<file path="config.mk">
export PLATFORM = sky130hd
export DESIGN_NAME = lag_measure_ctrl
export DESIGN_NICKNAME = d
export VERILOG_FILES = /design/src/rtl/lag_measure_ctrl.sv
export SDC_FILE = /design/constraint.sdc
export NUM_CORES = 1
export LEC_CHECK = 0
export CAP_MARGIN = 5
export CELL_PAD_IN_SITES_DETAIL_PLACEMENT = 1
export CELL_PAD_IN_SITES_GLOBAL_PLACEMENT = 2
export CORE_MARGIN = 3
export CORE_UTILIZATION = 29
export DETAILED_ROUTE_END_ITERATION = 6
export HOLD_SLACK_MARGIN = 0.12
export PLACE_DENSITY = 0.77
export REMOVE_ABC_BUFFERS = 1
export SLEW_MARGIN = 20
export SYNTH_ARGS = -nofsm -noshare
export SYNTH_HDL_FRONTEND = slang
export SYNTH_SLANG_ARGS = --single-unit
</file>
<file path="constraint.sdc">
create_clock -name clock -period 1.5 [get_ports clock]
set_input_delay 0.15 -clock clock [delete_from_list [all_inputs] [get_ports clock]]
set_output_delay 0.15 -clock clock [all_outputs]
set_load 0.02 [all_outputs]
</file>
<file path="src/rtl/lag_measure_ctrl.sv">
// lag_measure_ctrl
//   Measures display lag using an external 5-digit BCD tick counter.
//   A start request first clears the counter. The controller then waits for a
//   frame sync and lights the stimulus pattern. While it waits for light, it
//   ticks the counter once every TICK_DIV clocks. The measurement ends when the
//   photo sensor rises or when the count reaches TIMEOUT_BCD. After a short
//   settle time the counter value is latched and reported.
//
// Ports
//   clock, reset_n    system clock; asynchronous active-low reset
//   start             1-cycle request, ignored while busy
//   abort             level, returns to IDLE from any state, no result
//   frame_sync        1-cycle stimulus boundary pulse, used only in ARMED
//   sensor_in         asynchronous photo sensor level (1 = light)
//   bcdcount[19:0]    counter read-back {d4..d0}
//   counter_trigger   registered tick pulse to the counter
//   counter_reset     registered clear to the counter
//   stimulus_on       drives the displayed test pattern
//   busy              1 in every state except IDLE
//   result[19:0]      last latched BCD count
//   result_valid      1-cycle pulse when result/timeout update
//   timeout           1 = last result ended by timeout

module lag_measure_ctrl #(
  parameter int unsigned TICK_DIV    = 2700,
  parameter logic [19:0] TIMEOUT_BCD = 20'h99999,
  parameter int unsigned SETTLE      = 2
) (
  input  logic        clock,
  input  logic        reset_n,
  input  logic        start,
  input  logic        abort,
  input  logic        frame_sync,
  input  logic        sensor_in,
  input  logic [19:0] bcdcount,
  output logic        counter_trigger,
  output logic        counter_reset,
  output logic        stimulus_on,
  output logic        busy,
  output logic [19:0] result,
  output logic        result_valid,
  output logic        timeout
);

  localparam int unsigned PW = (TICK_DIV > 1) ? $clog2(TICK_DIV) : 1;
  localparam int unsigned DW = $clog2(SETTLE + 2);
  localparam logic [PW-1:0] PRE_LAST    = PW'(TICK_DIV - 1);
  localparam logic [DW-1:0] SETTLE_LAST = DW'(SETTLE - 1);
  localparam logic [DW-1:0] CLEAR_LAST  = DW'(1);

  typedef enum logic [2:0] {
    IDLE,
    CLEAR,
    ARMED,
    MEASURE,
    LATCH
  } state_t;

  state_t state, state_d;

  logic [PW-1:0] prescaler, prescaler_d;
  logic [DW-1:0] dwell, dwell_d;
  logic          tmo, tmo_d;
  logic [19:0]   result_d;
  logic          timeout_d;
  logic          result_valid_d;
  logic          trigger_d;

  // [0],[1]: synchroniser; [2]: previous synced level for edge detection
  logic [2:0] sens_sync;
  logic       sens_rise;

  always_ff @(posedge clock or negedge reset_n) begin
    if (!reset_n) begin
      sens_sync <= '0;
    end else begin
      sens_sync <= {sens_sync[1:0], sensor_in};
    end
  end

  assign sens_rise = sens_sync[1] & ~sens_sync[2];

  always_ff @(posedge clock or negedge reset_n) begin
    if (!reset_n) begin
      state <= IDLE;
    end else begin
      state <= state_d;
    end
  end

  always_comb begin
    state_d        = state;
    prescaler_d    = prescaler;
    dwell_d        = dwell;
    tmo_d          = tmo;
    result_d       = result;
    timeout_d      = timeout;
    result_valid_d = 1'b0;

    case (state)
      IDLE: begin
        if (start) begin
          state_d = CLEAR;
          dwell_d = '0;
        end
      end
      CLEAR: begin
        if (dwell == CLEAR_LAST) begin
          state_d = ARMED;
        end else begin
          dwell_d = dwell + DW'(1);
        end
      end
      ARMED: begin
        if (frame_sync) begin
          state_d     = MEASURE;
          prescaler_d = '0;
        end
      end
      MEASURE: begin
        prescaler_d = (prescaler == PRE_LAST) ? '0 : prescaler + PW'(1);
        // The sensor is checked before the timeout, so it wins a tie.
        // The timeout compare is skipped while a trigger pulse is high,
        // because the counter is still updating during that pulse.
        if (sens_rise) begin
          state_d = LATCH;
          tmo_d   = 1'b0;
          dwell_d = '0;
        end else if (!counter_trigger && (bcdcount == TIMEOUT_BCD)) begin
          state_d = LATCH;
          tmo_d   = 1'b1;
          dwell_d = '0;
        end
      end
      LATCH: begin
        if (dwell == SETTLE_LAST) begin
          state_d        = IDLE;
          result_d       = bcdcount;
          timeout_d      = tmo;
          result_valid_d = 1'b1;
        end else begin
          dwell_d = dwell + DW'(1);
        end
      end
      default: begin
        state_d = IDLE;
      end
    endcase

    if (abort) begin
      state_d        = IDLE;
      result_d       = result;
      timeout_d      = timeout;
      result_valid_d = 1'b0;
    end

    // A tick is issued only while the FSM stays in MEASURE. Leaving MEASURE
    // (sensor edge, timeout or abort) therefore suppresses any further tick.
    trigger_d = (state == MEASURE) && (state_d == MEASURE) && (prescaler == PRE_LAST);
  end

  always_ff @(posedge clock or negedge reset_n) begin
    if (!reset_n) begin
      prescaler       <= '0;
      dwell           <= '0;
      tmo             <= 1'b0;
      counter_trigger <= 1'b0;
      counter_reset   <= 1'b1;
      stimulus_on     <= 1'b0;
      busy            <= 1'b0;
      result          <= '0;
      result_valid    <= 1'b0;
      timeout         <= 1'b0;
    end else begin
      prescaler       <= prescaler_d;
      dwell           <= dwell_d;
      tmo             <= tmo_d;
      counter_trigger <= trigger_d;
      counter_reset   <= (state_d == CLEAR);
      stimulus_on     <= (state_d == MEASURE);
      busy            <= (state_d != IDLE);
      result          <= result_d;
      result_valid    <= result_valid_d;
      timeout         <= timeout_d;
    end
  end

endmodule
</file>
# Word-level counts from Yosys, hierarchy flattened
# Index checks and enable logic that the tools add are counted.
op_classes:
  n_addsub: 2
  eq_ne: 13
  n_mux: 21
  bitwise: 3
  reduce_logical: 14
ops:
  columns: ["operator", "count"]
  rows:
  - ["$mux W12", 2]
  - ["$pmux W12 S2", 1]
  - ["$mux W3", 7]
  - ["$eq A20 B20 Y1 const B", 1]
  - ["$pmux W3 S5", 1]
  - ["$add A12 B1 Y12 const B", 1]
  - ["$eq A12 B12 Y1 const B", 1]
  - ["$eq A3 B2 Y1 const B", 3]
  - ["$mux W2", 4]
  - ["$eq A3 B1 Y1 const B", 2]
  - ["$ne A2 B2 Y1 const B", 3]
  - ["$pmux W2 S3", 1]
  - ["$reduce_bool A3 Y1", 2]
  - ["$mux W1", 5]
  - ["$reduce_and A2 Y1", 2]
  - ["$reduce_and A4 Y1", 1]
  - ["$reduce_bool A2 Y1", 2]
  - ["$eq A3 B3 Y1 const B", 1]
  - ["$logic_and A1 B1 Y1", 3]
  - ["$logic_not A3 Y1", 1]
  - ["$ne A3 B3 Y1 const B", 1]
  - ["$reduce_and A3 Y1", 1]
  - ["$add A2 B1 Y2 const B", 1]
  - ["$eq A2 B1 Y1 const B", 1]
  - ["4 further kinds", 5]
word_totals:
  register_bits: 47
  inputBits: 26
  out_inout_bits: 26
  elab_cells: 65

# Depth between registers and ports, before layout
# Gate-level depths: netlist (run 1).
depth:
  ltp_word: 9
  ltp_mapped: 6
  mapped_depth_nobuf: 6

# Worst setup path after synthesis (run 1)
# No wires, ideal clock.
synth_timing:
  path_kind: "flip-flop to flip-flop"
  start: "register dwell[0]"
  end: "register counter_reset"
  setup_time_ps: 89
  arrival_ps: 1505
  required_ps: 1411
  setup_slack_ps: -95
  stages_incl_launch_ff: 6
  n_path_buf: 0
  cell_sequence: "dfrtp_1 > ha_1 > nand2b_1 > a21o_1 > a211o_1 > a211oi_1"
synth_between:
  elab_chain_cells: 5
synth_rtl:
  columns: ["element", "line", "text"]
  rows:
  - ["start: declaration", "62", "logic [DW-1:0] dwell, dwell_d;"]
  - ["start signal: assignment", "176", "dwell <= dwell_d;"]
  - ["$eq A2 B1 Y1 *", "108, 136", null]
  - ["$mux W3, on equally long branches", "136, 108", null]
  - ["$pmux W3 S5 *", "100", "case (state)"]
  - ["$mux W3 *", "150", "if (abort) begin"]
  - ["$eq A3 B1 Y1 *", "179", "counter_reset <= (state_d == CLEAR);"]
  - ["end signal: assignment", "179", null]
  - ["end: declaration", "37", "output logic counter_reset,"]
# Every way passes the cells marked *; elsewhere a longest branch is shown, timed or not.
# A chain may end at the register's enable or synchronous reset.

# Worst setup path in the final report (run 1)
layout_timing:
  start: "register dwell[1]"
  end: "register dwell[1]"
layout_between:
  elab_chain_cells: 3
layout_rtl:
  columns: ["element"]
  rows:
  - ["$add A2 B1 Y2 or $eq A2 B1 Y1 (tied branches)"]
  - ["$mux W2 or $ne A2 B2 Y1 (tied branches)"]
  - ["$pmux W2 S3 or $reduce_and A4 Y1 (tied branches)"]
# Several ways; a longest one is shown, not always the timed one. The select of a mux whose other input is x is not followed.

==> results.json, run 1 <==
{
  "die-height_um": 95.8,
  "grt_antenna_before_repair": 0,
  "timing_max_transition_violations_final": 0,
  "floorplan.initialDensity_pct": 30.1,
  "first_pass_iters": 4,
  "synth_fa_ha_area_share_pct": 1.07,
  "list_of_cells_traversed_by_the_critical_path": "inv_2 > ha_4 > buf_6 > nor4b_4 > buf_4 > a21oi_2 > mux2_4",
  "synth.top_cells.by_area": "dfrtp_1 (49%), mux2_4 (12%), a31oi_1 (2.4%)",
  "setup.worst_path.start_class": "flop",
  "cts_tree": "built",
  "drive_above_1_share_pct": 41.7,
  "dominantRegCellSynth": "dfrtp_1",
  "insertedDiodeCount": 0,
  "cts-buffers-inserted": 5,
  "clock_insertion_delay_worst_skew_ns": 0.30,
  "hold_start": "sensor_in",
  "hold_path_class": "in2reg",
  "initialDrtViolationCount": 43,
  "worstSetupPathDepth": 7,
  "timing_worst_setup_path_type": "reg2reg",
  "seqCellArea_mm2": 0.00118,
  "grt_pass1_vias": 2144,
  "layout.nets": 334,
  "power_frac_seq_pct": 40.1,
  "cts_htree_levels": 2,
  "post_synthesis_share_of_cell_area_spent_on_xor_and_xnor_gates_pct": 0,
  "asyncSetResetFlopFracSynth_pct": 100,
  "filler_cell_count": 838,
  "share_comb_of_total_power_pct": 40.4,
  "dpl_worst_slack_ns": -0.488,
  "critical_path.startpoint": "dwell[1]",
  "postSynthRegisterBits": 47,
  "post_synth_inst_count": 200,
  "required_ns": 1.69,
  "critical_path.reg2reg.startpoint": "dwell[1]",
  "grt_setup_unrepaired": "yes",
  "slowest_delay_ns": 0.39,
  "fmaxAchievable_mhz": 625,
  "cp_top_family": "flip-flops",
  "final_routed_wirelength_um": 6780,
  "max_slew.worst_pin.slew_ns": 0.551,
  "path_depth_of_the_worst_reg2reg_path": 7,
  "mostFrequentLayoutCell": "buf_4",
  "globalplace.congestion": 0.750,
  "pin_count": 52,
  "edff_count_synth": 0,
  "critical_path.reg2reg.endpoint": "dwell[1]",
  "power_report.internal_total_w": 0.00276,
  "die_width_um": 95.8,
  "clock_sink_count": 47,
  "min_delay_worst_endpoint": "sens_sync[0]",
  "synthesis.area_mm2": 0.00234,
  "cp.buffers_inverters": 3,
  "setup_violations": 14,
  "max_capacitance_violation_total": 0,
  "hold-worst-slack_ns": 0.271,
  "synthMuxAreaShare_pct": 14.1,
  "avgRoutedWirePerCell_um": 16.6,
  "cp_max_fo": 4,
  "timing.reg2reg.setup_slack_ns": -0.1,
  "max_slew_margin_vs_limit_pct": 63.3,
  "timing.final.hold_violations": 0,
  "layout_worst_path_cycle_share_pct": 107,
  "yosysUniqueCellTypes": 48,
  "multi_input_comb_area_mm2": 0.00130,
  "post-dp-hpwl_um": 4710,
  "final_critical_path_setup_slack_ns": -0.0998,
  "global_route_wire_length_before_repair_um": 10900,
  "globalRoute.totalOverflow": 0,
  "die_area_mm2": 0.00918,
  "floorplan.core_area_mm2": 0.00777,
  "status": "finished, violations left",
  "synth.yosys.seq_area_share_pct": 50.3,
  "place_inst": 387,
  "critical_path_arrival_ns": 1.79,
  "synth_area_leader_cell": "dfrtp_1",
  "total_leakage_power_nw": 1.79,
  "min_period_ns": 1.60,
  "final_cells": 409,
  "floorplan.rows": 32,
  "cpMaxStageDelayCell": "dfrtp_1",
  "yosys_warnings": 0,
  "hold_path_depth": 1,
  "power.density_mw_per_mm2": 1130,
  "drc": 0,
  "syn_to_final_growth_pct": 58.9,
  "kind_of_capture_point_of_the_worst_setup_path": "flop",
  "synth_top_area_share_pct": 49.2,
  "power.clock.fraction_pct": 19.5,
  "p_sw_share_pct": 34.5,
  "netSwitchingPower_w": 0.00145,
  "clock_tree.buffer_depth": 2,
  "dominant_combinational_cell_family_by_area_after_synthesis": "simple AND/OR/NAND/NOR gates",
  "synth-compound-area-share_pct": 13.7,
  "dr_total_vias": 1995,
  "path_clk_slew_ns": 0.10,
  "syn_area_cell_um2": 11.7,
  "via_per_inst": 4.88,
  "power.ir.vdd_worst_uv": 626,
  "grt_util_all_layers_pct": 15.3,
  "synth_simple_gate_area_share_pct": 17.4,
  "fin_skew_ns": 0.00977,
  "final_cell_utilization_of_the_core_pct": 47.9,
  "number_of_nets_with_antenna_violations_after_routing": 0,
  "numPortBuffers": 51,
  "cts_root_buf": "clkbuf_8",
  "layout_common_cells": "buf_4 (45), dfrtp_1 (44), clkdlybuf4s50_1 (42), mux2_4 (22), nor2_1 (10)",
  "grt_start_max_net_pins": 23,
  "failed_checks": "negative setup slack"
}
-- state kept, by name, indices dropped and copies added (netlist names) --
signal           flops
result              20
prescaler           12
sens_sync            3
state                3
dwell                2
busy                 1
counter_reset        1
counter_trigger      1
result_valid         1
stimulus_on          1
timeout              1
tmo                  1
-- what timing repair did --
item | CTS | global route
hold buffers | 1 | 0
setup endpoints to repair | 43 | 50
pin swaps | 12 | 20
hold endpoints to repair | 18 | 0
gates cloned | 2 | 0
setup buffers | 9 | 6
resized for setup | 31 | 42
-- cell usage after synthesis, drive strengths merged (2+ instances only) --
library cell / count
buf: 7
nor4: 2
nor4b: 2
nor2b: 4
a21oi: 8
o211ai: 2
a21o: 2
mux2: 23
nand3b: 3
nand3: 6
nor3: 2
nand4: 5
and2b: 2
ha: 2
and3: 2
a31oi: 10
a211oi: 2
o21a: 2
and3b: 2
nor4bb: 2
inv: 6
nand4b: 2
nand2: 8
nand2b: 8
a22o: 2
o21ai: 13
dfrtp: 46
nor2: 12
-- metrics by stage --
stage / cell area [um2] / total power (W) / setup TNS [ns]
after floorplan: 2280 / 0.00229 / -13.04
after global placement: 3260 / 0.00294 / -4.49
after detailed placement: 3260 / 0.00298 / -6.50
after CTS: 3590 / 0.00406 / -1.67
after global routing: 3720 / 0.00451 / -1.85
final: 3720 / 0.00422 / -0.685
-- power groups by stage --
stage | Sequential, W | Combinational [W] | Clock, W
floorplan | 0.00177 | 0.000524 | 0
global placement | 0.00167 | 0.00126 | 0
detailed placement | 0.00169 | 0.00130 | 0
CTS | 0.00169 | 0.00152 | 0.000848
global route | 0.00172 | 0.00186 | 0.000924
finish | 0.00169 | 0.00170 | 0.000823
-- cell type report --
cell class	instances	area share, %
clock buffer	5	1.85
clock inverter	3	0.673
inverter	6	0.606
multi-input combinational	139	35.0
sequential	47	31.7
tap	102	3.43
timing repair buffer	107	26.7
-- how the worst max path moves through the flow --
stage	slack [ns]	to
after global placement	-0.37	stimulus_on
after global routing	-0.16	dwell[1]
after detailed placement	-0.49	stimulus_on
final	-0.1	dwell[1]
after CTS	-0.11	prescaler[8]
after floorplan	-0.46	result[0]
-- per-layer routing --
metal,track usage [%],vias up,part of all wire [%]
li1,-,953,-
met2,27.7,35,52
met1,18.9,1005,44
met4,2.13,0,0.38
met5,0,-,0
met3,3.28,2,4.0
-- cells by family (layout without fill, tap and decap cells) --
logic type,after synthesis,count (layout)
AOI/OAI and AO/OA,48,48
and+or+nand+nor,66,66
buffers and inverters,14,121
muxes,23,23
adders and majority gates,2,2
DFF,47,47
Note: power is estimated with default switching activity, not from simulation.
==> run 2, diff against run 1 <==
--- a/config.mk
+++ b/config.mk
@@ -13,7 +13,6 @@
 export DETAILED_ROUTE_END_ITERATION = 6
 export HOLD_SLACK_MARGIN = 0.12
 export PLACE_DENSITY = 0.77
-export REMOVE_ABC_BUFFERS = 1
 export SLEW_MARGIN = 20
 export SYNTH_ARGS = -nofsm -noshare
 export SYNTH_HDL_FRONTEND = slang
==> run 2 against run 1 <==
  * The run still ends with negative setup slack left
  * Non-clock buffer count up 9
  * Worst setup slack better by 0.0022 ns
  * Sequential share of layout area down 0.62 points
  * Sequential power about the same
  * Critical endpoint is now counter_trigger
  * Design area up 2.0%
  * Clock skew up 0.0028 ns
  * Fmax up 0.14%
  * Register-to-register slack about the same
==> results.json, run 2 (synthesis results as in run 1) <==
{
  "cp.buffers_inverters": 1,
  "finalSetupTns_ns": -0.831,
  "final_critical_path_setup_slack_ns": -0.0977,
  "cp_max_fo": 5,
  "cts_htree_levels": 2,
  "cpMaxStageDelayCell": "dfrtp_1",
  "initialDrtViolationCount": 58,
  "grt_pass1_vias": 2300,
  "timing.final.hold_violations": 0,
  "final_routed_wirelength_um": 7090,
  "drc": 0,
  "insertedDiodeCount": 0,
  "power_report.internal_total_w": 0.00275,
  "power.ir.vdd_worst_uv": 632,
  "globalplace.congestion": 0.779,
  "mostFrequentLayoutCell": "buf_4",
  "clock_tree.buffer_depth": 2,
  "power_frac_seq_pct": 39.7,
  "grt_antenna_before_repair": 0,
  "die_width_um": 95.8,
  "max_capacitance_violation_total": 0,
  "dpl_worst_slack_ns": -0.502,
  "fmaxAchievable_mhz": 626,
  "globalRouteMet2Util_pct": 31.8,
  "drive_above_1_share_pct": 40.8,
  "globalRoute.totalOverflow": 0,
  "grt_start_max_net_pins": 20,
  "min_period_ns": 1.60,
  "globalRoute.busiestLayer": "met2",
  "layout.nets": 343,
  "netSwitchingPower_w": 0.00143,
  "setup_violations": 29,
  "floorplan.rows": 32,
  "floorplan.initialDensity_pct": 30.1,
  "die_area_mm2": 0.00918,
  "layout_common_cells": "buf_4 (52), dfrtp_1 (44), clkdlybuf4s50_1 (43), mux2_4 (19), nor2_1 (12)",
  "worstSetupPathDepth": 6,
  "grt_setup_unrepaired": "yes",
  "clock_sink_count": 47,
  "slowest_delay_ns": 0.43,
  "kind_of_capture_point_of_the_worst_setup_path": "flop",
  "p_sw_share_pct": 34.3,
  "path_clk_slew_ns": 0.10,
  "numPortBuffers": 51,
  "filler_cell_count": 864,
  "status": "finished, violations left",
  "total_leakage_power_nw": 1.83,
  "number_of_nets_with_antenna_violations_after_routing": 0,
  "cts-buffers-inserted": 5,
  "pin_count": 52,
  "place_inst": 395,
  "failed_checks": "negative setup slack",
  "largest_register": "result",
  "multi_input_comb_area_mm2": 0.00123,
  "seqCellArea_mm2": 0.00118,
  "power.clock.fraction_pct": 20.4,
  "critical_path_arrival_ns": 1.84,
  "final_cell_utilization_of_the_core_pct": 48.8,
  "timing_worst_setup_path_type": "reg2reg",
  "flip_flop_count_of_the_largest_register_after_layout": 20,
  "timing_max_transition_violations_final": 0,
  "fin_skew_ns": 0.0126,
  "max_slew_margin_vs_limit_pct": 70.4,
  "largestRegisters": "result: 20 flops, prescaler: 12 flops",
  "first_pass_iters": 4,
  "hold-worst-slack_ns": 0.287,
  "die-height_um": 95.8,
  "layout_worst_path_cycle_share_pct": 107,
  "post-dp-hpwl_um": 5110,
  "setup.worst_path.start_class": "flop",
  "hold_path_depth": 1,
  "clock_insertion_delay_worst_skew_ns": 0.31,
  "cts_root_buf": "clkbuf_8",
  "avgRoutedWirePerCell_um": 17.0,
  "hold_path_class": "in2reg",
  "cp_top_family": "compound AO/OA/AOI/OAI gates",
  "max_slew.worst_pin.slew_ns": 0.444,
  "floorplan.core_area_mm2": 0.00777,
  "share_comb_of_total_power_pct": 39.9,
  "via_per_inst": 4.90,
  "power.density_mw_per_mm2": 1100,
  "grt_util_all_layers_pct": 16.4,
  "global_route.usage.met3_pct": 2.58,
  "list_of_cells_traversed_by_the_critical_path": "ha_4 > nand2b_4 > a21o_1 > a211o_1 > buf_6 > a21oi_2",
  "syn_nets": 228,
  "dr_total_vias": 2050,
  "global_route_wire_length_before_repair_um": 11600,
  "gr-usage-met1_pct": 19.1,
  "final_cells": 418,
  "path_depth_of_the_worst_reg2reg_path": 6,
  "required_ns": 1.74,
  "cts_tree": "built",
  "syn_to_final_growth_pct": 62.1
}
## run 2: cell types whose count changed in the layout (fill, tap and decap cells not counted), sizes merged
cell,previous run,this run
dlymetal6s2s,7,6
clkbuf,5,7
buf,56,63
clkdlybuf4s50,42,43
## run 2: timing repair
item	CTS	global route
hold buffers	1	0
cloned	3	1
setup buffers	6	5
pin swaps	9	9
endpoints found under the hold margin	16	0
gates resized for setup	30	19
endpoints found under the setup margin	41	49
## run 2: power by group through the flow
stage | clock, W | sequential [W] | combinational [W]
final | 0.000853 | 0.00166 | 0.00167
after global routing | 0.000940 | 0.00169 | 0.00183
after CTS | 0.000870 | 0.00166 | 0.00155
after detailed placement | 0 | 0.00167 | 0.00141
after global placement | 0 | 0.00166 | 0.00137
after floorplan | 0 | 0.00175 | 0.000590
## run 2: per-layer routing
metal	part of all wire [%]	wire length [um]
met1	41	2880
met2	55	3910
met3	3.7	260
met4	0.62	44
met5	0	0
## run 2: per-stage QoR
step	total power, W	cell area, um2
3_5_place_dp	0.00308	3360
5_1_grt	0.00446	3790
3_3_place_gp	0.00303	3360
4_1_cts	0.00408	3670
2_1_floorplan	0.00234	2370
6_report	0.00418	3790
## run 2: path summary, 6_finish.rpt
check                             start               to  slack (ns)
setup / recovery               dwell[0]  counter_trigger        -0.1
hold / removal                sensor_in     sens_sync[0]        0.29
setup reg to reg               dwell[0]  counter_trigger        -0.1
hold reg to reg            sens_sync[0]     sens_sync[1]        0.36
max in group asynchronous       reset_n     sens_sync[2]        0.65
min in group asynchronous       reset_n         state[1]        0.31
## run 2: area by class of cell
type | count | share of cell area [%]
Clock buffer | 5 | 1.81
Tap cell | 102 | 3.37
Sequential cell | 47 | 31.1
Clock inverter | 3 | 0.726
Multi-Input combinational cell | 139 | 32.5
Inverter | 6 | 0.594
Timing Repair Buffer | 116 | 29.9
==> run 3, diff against run 2 <==
--- a/config.mk
+++ b/config.mk
@@ -5,11 +5,12 @@
 export SDC_FILE = /design/constraint.sdc
 export NUM_CORES = 1
 export LEC_CHECK = 0
-export CAP_MARGIN = 5
+export CAP_MARGIN = 25
 export CELL_PAD_IN_SITES_DETAIL_PLACEMENT = 1
 export CELL_PAD_IN_SITES_GLOBAL_PLACEMENT = 2
 export CORE_MARGIN = 3
 export CORE_UTILIZATION = 29
+export CTS_CLUSTER_DIAMETER = 40
 export DETAILED_ROUTE_END_ITERATION = 6
 export HOLD_SLACK_MARGIN = 0.12
 export PLACE_DENSITY = 0.77
==> results of run 3 <==
The final DEF is identical to that of run 2; final timing and power are the same.
